===== config.mk =====
export PLATFORM = sky130hd
export DESIGN_NAME = cpu_datapath_flat
export DESIGN_NICKNAME = d
export VERILOG_FILES = /design/src/rtl/cpu_pkg.sv /design/src/rtl/cpu_datapath_if.sv /design/src/rtl/cpu_regfile.sv /design/src/rtl/cpu_datapath.sv /design/src/flat_wrapper.sv
export SDC_FILE = /design/constraint.sdc
export NUM_CORES = 2
export LEC_CHECK = 0
export ABC_CLOCK_PERIOD_IN_PS = 23300
export BUFFER_PORTS_ARGS = -buffer_cell sky130_fd_sc_hd__buf_2
export CORE_MARGIN = 1
export CORE_UTILIZATION = 40
export DETAILED_ROUTE_END_ITERATION = 7
export PLACE_DENSITY = 0.53
export SYNTH_ARGS = -nofsm -noshare
export SYNTH_HDL_FRONTEND = slang
export SYNTH_HIERARCHICAL = 1
export SYNTH_SLANG_ARGS = --single-unit

===== constraint.sdc =====
create_clock -name clk -period 23.3 [get_ports clk]
set_input_delay 1.165 -clock clk [delete_from_list [all_inputs] [get_ports clk]]
set_output_delay 1.165 -clock clk [all_outputs]
set_load 0.02 [all_outputs]

===== src/rtl/cpu_pkg.sv =====
// Shared constants and enumerations for the SimpleCPU execution datapath.
// Optional feature macro: CPU_DMEM_OUT_PORT_EN (memory-mapped output port at 8'hFF).
package cpu_pkg;

   localparam int DW       = 8;
   localparam int RF_AW    = 4;
   localparam int DM_AW    = 8;
   localparam int RF_DEPTH = 1 << RF_AW;
   localparam int DM_DEPTH = 1 << DM_AW;

   // Store to this address also updates the output port when the feature is built in.
   localparam logic [DM_AW-1:0] OUT_PORT_ADDR = 8'hFF;

   typedef enum logic {
      ALU_ADD = 1'b0,
      ALU_SUB = 1'b1
   } alu_op_e;

   typedef enum logic [1:0] {
      WB_ALU  = 2'd0,
      WB_MEM  = 2'd1,
      WB_EXT  = 2'd2,
      WB_CONS = 2'd3
   } wb_sel_e;

   // Write-back source decode: constant beats external input beats memory beats ALU.
   function automatic wb_sel_e wb_select(input logic rf_cons, input logic rf_ext,
                                         input logic rf_s);
      wb_sel_e sel;
      if (rf_cons)     sel = WB_CONS;
      else if (rf_ext) sel = WB_EXT;
      else if (rf_s)   sel = WB_MEM;
      else             sel = WB_ALU;
      return sel;
   endfunction

endpackage


===== src/rtl/cpu_datapath_if.sv =====
// Strobe/data bundle between the SimpleCPU control unit (master) and the datapath (slave).
// Optional feature macro: CPU_DMEM_OUT_PORT_EN adds the out_port signal.
interface cpu_datapath_if;
   import cpu_pkg::*;

   logic [DM_AW-1:0] D_addr;
   logic             D_rd;
   logic             D_wr;
   logic             RF_s;
   logic [DW-1:0]    Val_cons;
   logic             RF_cons;
   logic             RF_ext;
   logic [DW-1:0]    ext_in;
   logic [RF_AW-1:0] RF_W_addr;
   logic             RF_W_wr;
   logic [RF_AW-1:0] RF_Rp_addr;
   logic             RF_Rp_rd;
   logic [RF_AW-1:0] RF_Rq_addr;
   logic             RF_Rq_rd;
   logic             alu_s0;
   logic             RF_Rp_zero;
`ifdef CPU_DMEM_OUT_PORT_EN
   logic [DW-1:0]    out_port;

   modport master (
      output D_addr, D_rd, D_wr, RF_s, Val_cons, RF_cons, RF_ext, ext_in,
             RF_W_addr, RF_W_wr, RF_Rp_addr, RF_Rp_rd, RF_Rq_addr, RF_Rq_rd, alu_s0,
      input  RF_Rp_zero, out_port
   );

   modport slave (
      input  D_addr, D_rd, D_wr, RF_s, Val_cons, RF_cons, RF_ext, ext_in,
             RF_W_addr, RF_W_wr, RF_Rp_addr, RF_Rp_rd, RF_Rq_addr, RF_Rq_rd, alu_s0,
      output RF_Rp_zero, out_port
   );
`else
   modport master (
      output D_addr, D_rd, D_wr, RF_s, Val_cons, RF_cons, RF_ext, ext_in,
             RF_W_addr, RF_W_wr, RF_Rp_addr, RF_Rp_rd, RF_Rq_addr, RF_Rq_rd, alu_s0,
      input  RF_Rp_zero
   );

   modport slave (
      input  D_addr, D_rd, D_wr, RF_s, Val_cons, RF_cons, RF_ext, ext_in,
             RF_W_addr, RF_W_wr, RF_Rp_addr, RF_Rp_rd, RF_Rq_addr, RF_Rq_rd, alu_s0,
      output RF_Rp_zero
   );
`endif

endinterface


===== src/rtl/cpu_regfile.sv =====
// 16x8 register file: one synchronous write port, two combinational read ports.
// A disabled read port returns zero; reads see the pre-edge contents (no write bypass).
module cpu_regfile
   import cpu_pkg::*;
#(
   parameter int DW    = cpu_pkg::DW,
   parameter int RF_AW = cpu_pkg::RF_AW
) (
   input  logic             clk,
   input  logic             rst,
   input  logic             w_wr,
   input  logic [RF_AW-1:0] w_addr,
   input  logic [DW-1:0]    w_data,
   input  logic [RF_AW-1:0] rp_addr,
   input  logic             rp_rd,
   output logic [DW-1:0]    rp_data,
   input  logic [RF_AW-1:0] rq_addr,
   input  logic             rq_rd,
   output logic [DW-1:0]    rq_data
);

   localparam int DEPTH = 1 << RF_AW;

   logic [DW-1:0] rf_q [DEPTH];
   logic [DW-1:0] rf_d [DEPTH];

   // Next-state register array: only the addressed entry changes on a write.
   always_comb begin
      rf_d = rf_q;
      if (w_wr) rf_d[w_addr] = w_data;
   end

   // Register update; reset clears every entry and drops a coincident write.
   always_ff @(posedge clk) begin
      if (rst) rf_q <= '{default: '0};
      else     rf_q <= rf_d;
   end

   assign rp_data = rp_rd ? rf_q[rp_addr] : '0;
   assign rq_data = rq_rd ? rf_q[rq_addr] : '0;

endmodule


===== src/rtl/cpu_datapath.sv =====
// SimpleCPU execution datapath: register file, 8-bit add/sub ALU, 256x8 data memory
// and write-back source mux. Returns RF_Rp_zero to the control unit.
// Optional feature macro: CPU_DMEM_OUT_PORT_EN -- a store to 8'hFF also loads out_port.
module cpu_datapath
   import cpu_pkg::*;
#(
   parameter int DW    = cpu_pkg::DW,
   parameter int RF_AW = cpu_pkg::RF_AW,
   parameter int DM_AW = cpu_pkg::DM_AW
) (
   input  logic          clk,
   input  logic          rst,
   cpu_datapath_if.slave bus
);

   localparam int DM_DEPTH_L = 1 << DM_AW;

   logic [DW-1:0]    rp_data;
   logic [DW-1:0]    rq_data;
   logic [DW-1:0]    alu_y;
   logic [DW-1:0]    mem_rdata;
   logic [DW-1:0]    wdata;
   alu_op_e          alu_op;
   wb_sel_e          wb_sel;

   logic [DW-1:0]    mem_q [DM_DEPTH_L];
   logic             mem_we_d;
   logic [DM_AW-1:0] mem_waddr_d;
   logic [DW-1:0]    mem_wdata_d;

   cpu_regfile #(
      .DW    (DW),
      .RF_AW (RF_AW)
   ) u_regfile (
      .clk     (clk),
      .rst     (rst),
      .w_wr    (bus.RF_W_wr),
      .w_addr  (bus.RF_W_addr),
      .w_data  (wdata),
      .rp_addr (bus.RF_Rp_addr),
      .rp_rd   (bus.RF_Rp_rd),
      .rp_data (rp_data),
      .rq_addr (bus.RF_Rq_addr),
      .rq_rd   (bus.RF_Rq_rd),
      .rq_data (rq_data)
   );

   assign alu_op = alu_op_e'(bus.alu_s0);
   assign wb_sel = wb_select(bus.RF_cons, bus.RF_ext, bus.RF_s);

   // ALU: modular add/sub, carry and borrow are simply dropped by the width.
   always_comb begin
      alu_y = '0;
      unique case (alu_op)
         ALU_ADD: alu_y = rp_data + rq_data;
         ALU_SUB: alu_y = rp_data - rq_data;
         default: alu_y = '0;
      endcase
   end

   // Load path is combinational so a load completes in the same cycle as its write-back.
   assign mem_rdata = bus.D_rd ? mem_q[bus.D_addr] : '0;

   // Write-back source mux.
   always_comb begin
      wdata = '0;
      unique case (wb_sel)
         WB_CONS: wdata = bus.Val_cons;
         WB_EXT:  wdata = bus.ext_in;
         WB_MEM:  wdata = mem_rdata;
         WB_ALU:  wdata = alu_y;
         default: wdata = '0;
      endcase
   end

   // Store request: Rp data into mem[D_addr]; reset suppresses the store, contents are kept.
   always_comb begin
      mem_we_d    = bus.D_wr & ~rst;
      mem_waddr_d = bus.D_addr;
      mem_wdata_d = rp_data;
   end

   // Data memory array, no reset so it maps onto plain RAM.
   always_ff @(posedge clk) begin
      if (mem_we_d) mem_q[mem_waddr_d] <= mem_wdata_d;
   end

   assign bus.RF_Rp_zero = (rp_data == '0);

`ifdef CPU_DMEM_OUT_PORT_EN
   logic [DW-1:0] out_port_q;
   logic [DW-1:0] out_port_d;

   // Output port shadows stores to the top memory word and holds otherwise.
   always_comb begin
      out_port_d = out_port_q;
      if (bus.D_wr && (bus.D_addr == OUT_PORT_ADDR)) out_port_d = rp_data;
   end

   // Output port register with synchronous clear.
   always_ff @(posedge clk) begin
      if (rst) out_port_q <= '0;
      else     out_port_q <= out_port_d;
   end

   assign bus.out_port = out_port_q;
`endif

endmodule


===== src/flat_wrapper.sv =====
// flat-port wrapper written by rule: the top's interface ports become plain ports
module cpu_datapath_flat import cpu_pkg::*;
#(
   parameter int DW    = cpu_pkg::DW,
   parameter int RF_AW = cpu_pkg::RF_AW,
   parameter int DM_AW = cpu_pkg::DM_AW
)
  (clk, rst, bus_D_addr, bus_D_rd, bus_D_wr, bus_RF_s, bus_Val_cons, bus_RF_cons, bus_RF_ext, bus_ext_in, bus_RF_W_addr, bus_RF_W_wr, bus_RF_Rp_addr, bus_RF_Rp_rd, bus_RF_Rq_addr, bus_RF_Rq_rd, bus_alu_s0, bus_RF_Rp_zero);
  cpu_datapath_if bus_i ();
  input  logic clk;
  input  logic rst;
  input wire logic [$bits(bus_i.D_addr)-1:0] bus_D_addr;
  input wire logic [$bits(bus_i.D_rd)-1:0] bus_D_rd;
  input wire logic [$bits(bus_i.D_wr)-1:0] bus_D_wr;
  input wire logic [$bits(bus_i.RF_s)-1:0] bus_RF_s;
  input wire logic [$bits(bus_i.Val_cons)-1:0] bus_Val_cons;
  input wire logic [$bits(bus_i.RF_cons)-1:0] bus_RF_cons;
  input wire logic [$bits(bus_i.RF_ext)-1:0] bus_RF_ext;
  input wire logic [$bits(bus_i.ext_in)-1:0] bus_ext_in;
  input wire logic [$bits(bus_i.RF_W_addr)-1:0] bus_RF_W_addr;
  input wire logic [$bits(bus_i.RF_W_wr)-1:0] bus_RF_W_wr;
  input wire logic [$bits(bus_i.RF_Rp_addr)-1:0] bus_RF_Rp_addr;
  input wire logic [$bits(bus_i.RF_Rp_rd)-1:0] bus_RF_Rp_rd;
  input wire logic [$bits(bus_i.RF_Rq_addr)-1:0] bus_RF_Rq_addr;
  input wire logic [$bits(bus_i.RF_Rq_rd)-1:0] bus_RF_Rq_rd;
  input wire logic [$bits(bus_i.alu_s0)-1:0] bus_alu_s0;
  output wire logic [$bits(bus_i.RF_Rp_zero)-1:0] bus_RF_Rp_zero;
  assign bus_i.D_addr = bus_D_addr;
  assign bus_i.D_rd = bus_D_rd;
  assign bus_i.D_wr = bus_D_wr;
  assign bus_i.RF_s = bus_RF_s;
  assign bus_i.Val_cons = bus_Val_cons;
  assign bus_i.RF_cons = bus_RF_cons;
  assign bus_i.RF_ext = bus_RF_ext;
  assign bus_i.ext_in = bus_ext_in;
  assign bus_i.RF_W_addr = bus_RF_W_addr;
  assign bus_i.RF_W_wr = bus_RF_W_wr;
  assign bus_i.RF_Rp_addr = bus_RF_Rp_addr;
  assign bus_i.RF_Rp_rd = bus_RF_Rp_rd;
  assign bus_i.RF_Rq_addr = bus_RF_Rq_addr;
  assign bus_i.RF_Rq_rd = bus_RF_Rq_rd;
  assign bus_i.alu_s0 = bus_alu_s0;
  assign bus_RF_Rp_zero = bus_i.RF_Rp_zero;
  cpu_datapath #(.DW(DW), .RF_AW(RF_AW), .DM_AW(DM_AW)) u_core (.clk(clk), .rst(rst), .bus(bus_i));
endmodule

==> summary.txt <==
Global route
  • Vias in the first global route: 44300
  • Largest net degree at the start of global routing: 190
  • Initial antenna violation count: 10
  • Total GRT Usage: 0.223
  • GR Overflow Total: 0
  • First-pass GRT wire length: 346 mm

Synthesis
  • Xor-xnor portion of the synthesized cell area: 0.00111
  • Mapped Area: 87000 um^2
  • Synth Area per Inst: 20.0 um^2
  • Distinct cell type count of the synthesized netlist: 71
  • Async SR Flop Fraction: 0
  • Synth Area in Simple Gates: 0.0346
  • Seq/Total Area, Yosys: 0.736
  • Multiplexer share of the synthesized area: 0.184
  • #FFs+latches synth: 2176
  • Most used DFF post-synth: edfxtp_1
  • EDFF count, synth: 2048
  • Syn. warnings: 6
  • Post-synthesis cell count: 4357
  • Complex-gate fraction of the synthesized area: 0.0249
  • Post-Syn Nets: 4413
  • Adder-cell share of the synthesized area: 0.00138
  • Largest family of logic cells by synthesized area: multiplexers

Detailed routing
  • Via count: 44200
  • DRT iter0 DRCs: 4825
  • Iteration count of the initial detailed-routing pass: 6
  • Routed WL per cell: 32.7 um
  • Final wirelength: 244 mm
  • DR vias/cell: 5.92
  • Routed Antenna Nets: 0
  • DRC viols: 0

Job
  • Maxcap violations: 0

Die
  • Initial Util: 0.404
  • I/O pins: 48
  • Core area: 215000 um^2
  • Site Rows: 170
  • Die height: 468 um
  • Die area: 219000 um^2
  • Die X: 468 um

Clocking
  • # hold bufs at CTS: 0
  • H-Tree Depth: 4
  • Post_cts resized: 0
  • Clock-pin slew on the worst setup and hold paths: 0.06 ns
  • Clk sink count: 2176
  • CTS tree: done
  • Max clock buf depth: 3
  • Worst-skew pair later-pin latency: 0.86 ns
  • Clock Root Buffer: clkbuf_16
  • Setup Fix Bufs, Post-CTS: 0
  • Cts bufs inserted: 224

Finish
  • Fillers: 18200
  • # nets final: 4505
  • Syn-to-layout area delta: 11.8%
  • Finished Cell Area: 97300 um^2
  • Layout cells sized above 1: 0.238

Critical path
  • Worst Setup End Kind: primary output
  • Slowest-stage cell, CP: nor2_1
  • Critical-path cell list: buf_2, buf_4, mux4_2, a22o_1, a221o_4, buf_4, or4_1, nor2_1, buf_2
  • Cell count of the worst reg-to-reg path: 14
  • Crit path largest cell delay: 0.84 ns
  • CP startpoint kind: input pin
  • WP data arrival: 5.85 ns
  • Crit-path max FO: 94
  • WS Path Type: in2out
  • CP Data Required Time: 22.14 ns

Power
  • Leak: 29.7 nW
  • Sw Pwr: 1.73 mW
  • Clk pwr share: 0.425
  • P_int: 6.27 mW
  • Peak VDD IR: 65.1 uV
  • Switching share of power: 0.216
  • Gate power share: 0.045
  • Reg power frac: 0.530
  • PwrDens: 82.2 nW/um^2

STA
  • Fin crit period: 7.01 ns
  • Max_slew headroom: 0.143
  • Final Max Slew Viols: 0
  • Final Skew: 0.0281 ns
  • RSZ-0062 raised after global routing: no
  • Setup violators final: 0
  • Final period util: 0.301
  • F_max: 143 MHz
  • Slew @ Worst Pin: 1.28 ns
  • Setup TNS: 0 ns
  • Final hold vios: 0

Placed design
  • # port buffers: 47
  • Area after DPL: 90400 um^2
  • Post-DP HPWL: 147 mm
  • Routability cong.: 0.834

Worst hold path
  • Hold Crit Depth: 2
  • Worst Hold Class: reg2reg

Run status
  • Status: finished clean
==> routing by layer <==
layer,share of wire,up-vias,global-route usage,wire (um)
met2,0.47,1710,0.347,114000
met3,0.075,338,0.0467,18400
li1,-,18100,-,-
met4,0.026,6,0.0587,6280
met5,0.00012,-,0,30
met1,0.43,24000,0.320,106000
==> flip-flops by register name, indices dropped and copies added, names as in the netlist <==
signal	cells
u_core/u_regfile/rf_q	128
u_core/mem_q	2048
==> cell type report <==
cell class / count / area, um^2 / area share
well taps: 2838 / 3550 / 0.0365
clock inverters: 124 / 942 / 0.00968
diodes: 2 / 5.00 / 0.0000514
multi-input cells: 1882 / 21600 / 0.222
inverters: 19 / 76.3 / 0.000784
repair buffers: 146 / 1120 / 0.0115
clock buffers: 284 / 5940 / 0.0610
flip-flops and latches: 2176 / 64100 / 0.658
==> metrics by stage <==
step	util	hold slack, ns	power [mW]	setup WS (ns)	cells
after floorplan	-	0.443	4.55	11.38	4357
after global placement	0.420	0.453	4.68	15.88	7061
after detailed placement	0.420	0.463	4.68	15.88	7061
after CTS	0.452	0.470	8.07	16.21	7469
after global routing	0.452	0.498	8.23	15.96	7470
final	0.452	0.470	8.00	16.29	7471
==> placed cells by master, fill, tap and decap left out, types with 40 or more instances in the layout <==
cell type and instances:
buf_2 40, dfxtp_1 128, a22oi_1 56, nand3_1 40
mux2i_1 238, nor2_1 411, mux4_2 597, clkbuf_16 228
clkbuf_1 54, nand2_1 98, a21oi_1 84, clkinv_1 60
edfxtp_1 2048, buf_4 94
==> path summary, 6_finish.rpt <==
| kind | end | slack, ns | start |
|---|---|---|---|
| min | u_core/u_regfile/rf_q[127] | 0.47 | u_core/u_regfile/rf_q[127] |
| max | bus_RF_Rp_zero | 16.29 | bus_RF_Rp_addr[0] |
| min reg2reg | u_core/u_regfile/rf_q[127] | 0.47 | u_core/u_regfile/rf_q[127] |
| max reg2reg | u_core/u_regfile/rf_q[122] | 18.01 | u_core/u_regfile/rf_q[10] |
==> synth_stat cells (7+ instances only) <==
| master | number | area share |
|---|---|---|
| a211oi_1 | 11 | 0.00095 |
| a21o_1 | 7 | 0.00060 |
| a21oi_1 | 85 | 0.0049 |
| a221oi_1 | 12 | 0.0012 |
| a22o_1 | 7 | 0.00070 |
| a22oi_1 | 56 | 0.0048 |
| a31oi_1 | 17 | 0.0012 |
| and3_1 | 7 | 0.00050 |
| buf_1 | 26 | 0.0011 |
| buf_2 | 101 | 0.0058 |
| buf_4 | 36 | 0.0031 |
| buf_6 | 18 | 0.0023 |
| clkbuf_1 | 99 | 0.0043 |
| dfxtp_1 | 128 | 0.029 |
| edfxtp_1 | 2048 | 0.71 |
| ha_1 | 8 | 0.0012 |
| inv_1 | 17 | 0.00073 |
| mux2_2 | 18 | 0.0023 |
| mux2i_1 | 238 | 0.027 |
| mux4_2 | 597 | 0.15 |
| nand2_1 | 104 | 0.0045 |
| nand2b_1 | 20 | 0.0014 |
| nand3_1 | 44 | 0.0025 |
| nor2_1 | 414 | 0.018 |
| nor2b_1 | 27 | 0.0019 |
| nor3_1 | 29 | 0.0017 |
| o2111ai_1 | 9 | 0.00091 |
| o211ai_1 | 9 | 0.00078 |
| o21ai_0 | 32 | 0.0018 |
| o22ai_1 | 24 | 0.0017 |
| or3_1 | 7 | 0.00050 |
| xnor2_1 | 9 | 0.00091 |
==> cells by family (layout without fill, tap and decap cells) <==
| group | Yosys count | after routing |
|---|---|---|
| flops | 2176 | 2176 |
| fa+ha+maj | 9 | 9 |
| buf+inv | 299 | 573 |
| simple gates | 689 | 689 |
| xor+xnor | 11 | 11 |
| other cells | 0 | 2 |
| mux | 853 | 853 |
| compound gates | 320 | 320 |
==> worst max-delay path: cells and delay by family <==
kind | cells | cell delay, ns
compound gates | 2 | 0.95
simple gates | 2 | 1.47
mux | 1 | 0.60
buf+inv | 4 | 1.61
==> power by group through the flow <==
stage / clock network (mW) / registers (mW) / logic (mW)
after floorplan: 0 / 4.33 / 0.218
after global placement: 0 / 4.32 / 0.357
after detailed placement: 0 / 4.32 / 0.358
after CTS: 3.47 / 4.24 / 0.359
after global routing: 3.62 / 4.24 / 0.372
final: 3.40 / 4.24 / 0.356
No activity file was read; power rests on OpenSTA's default activity.
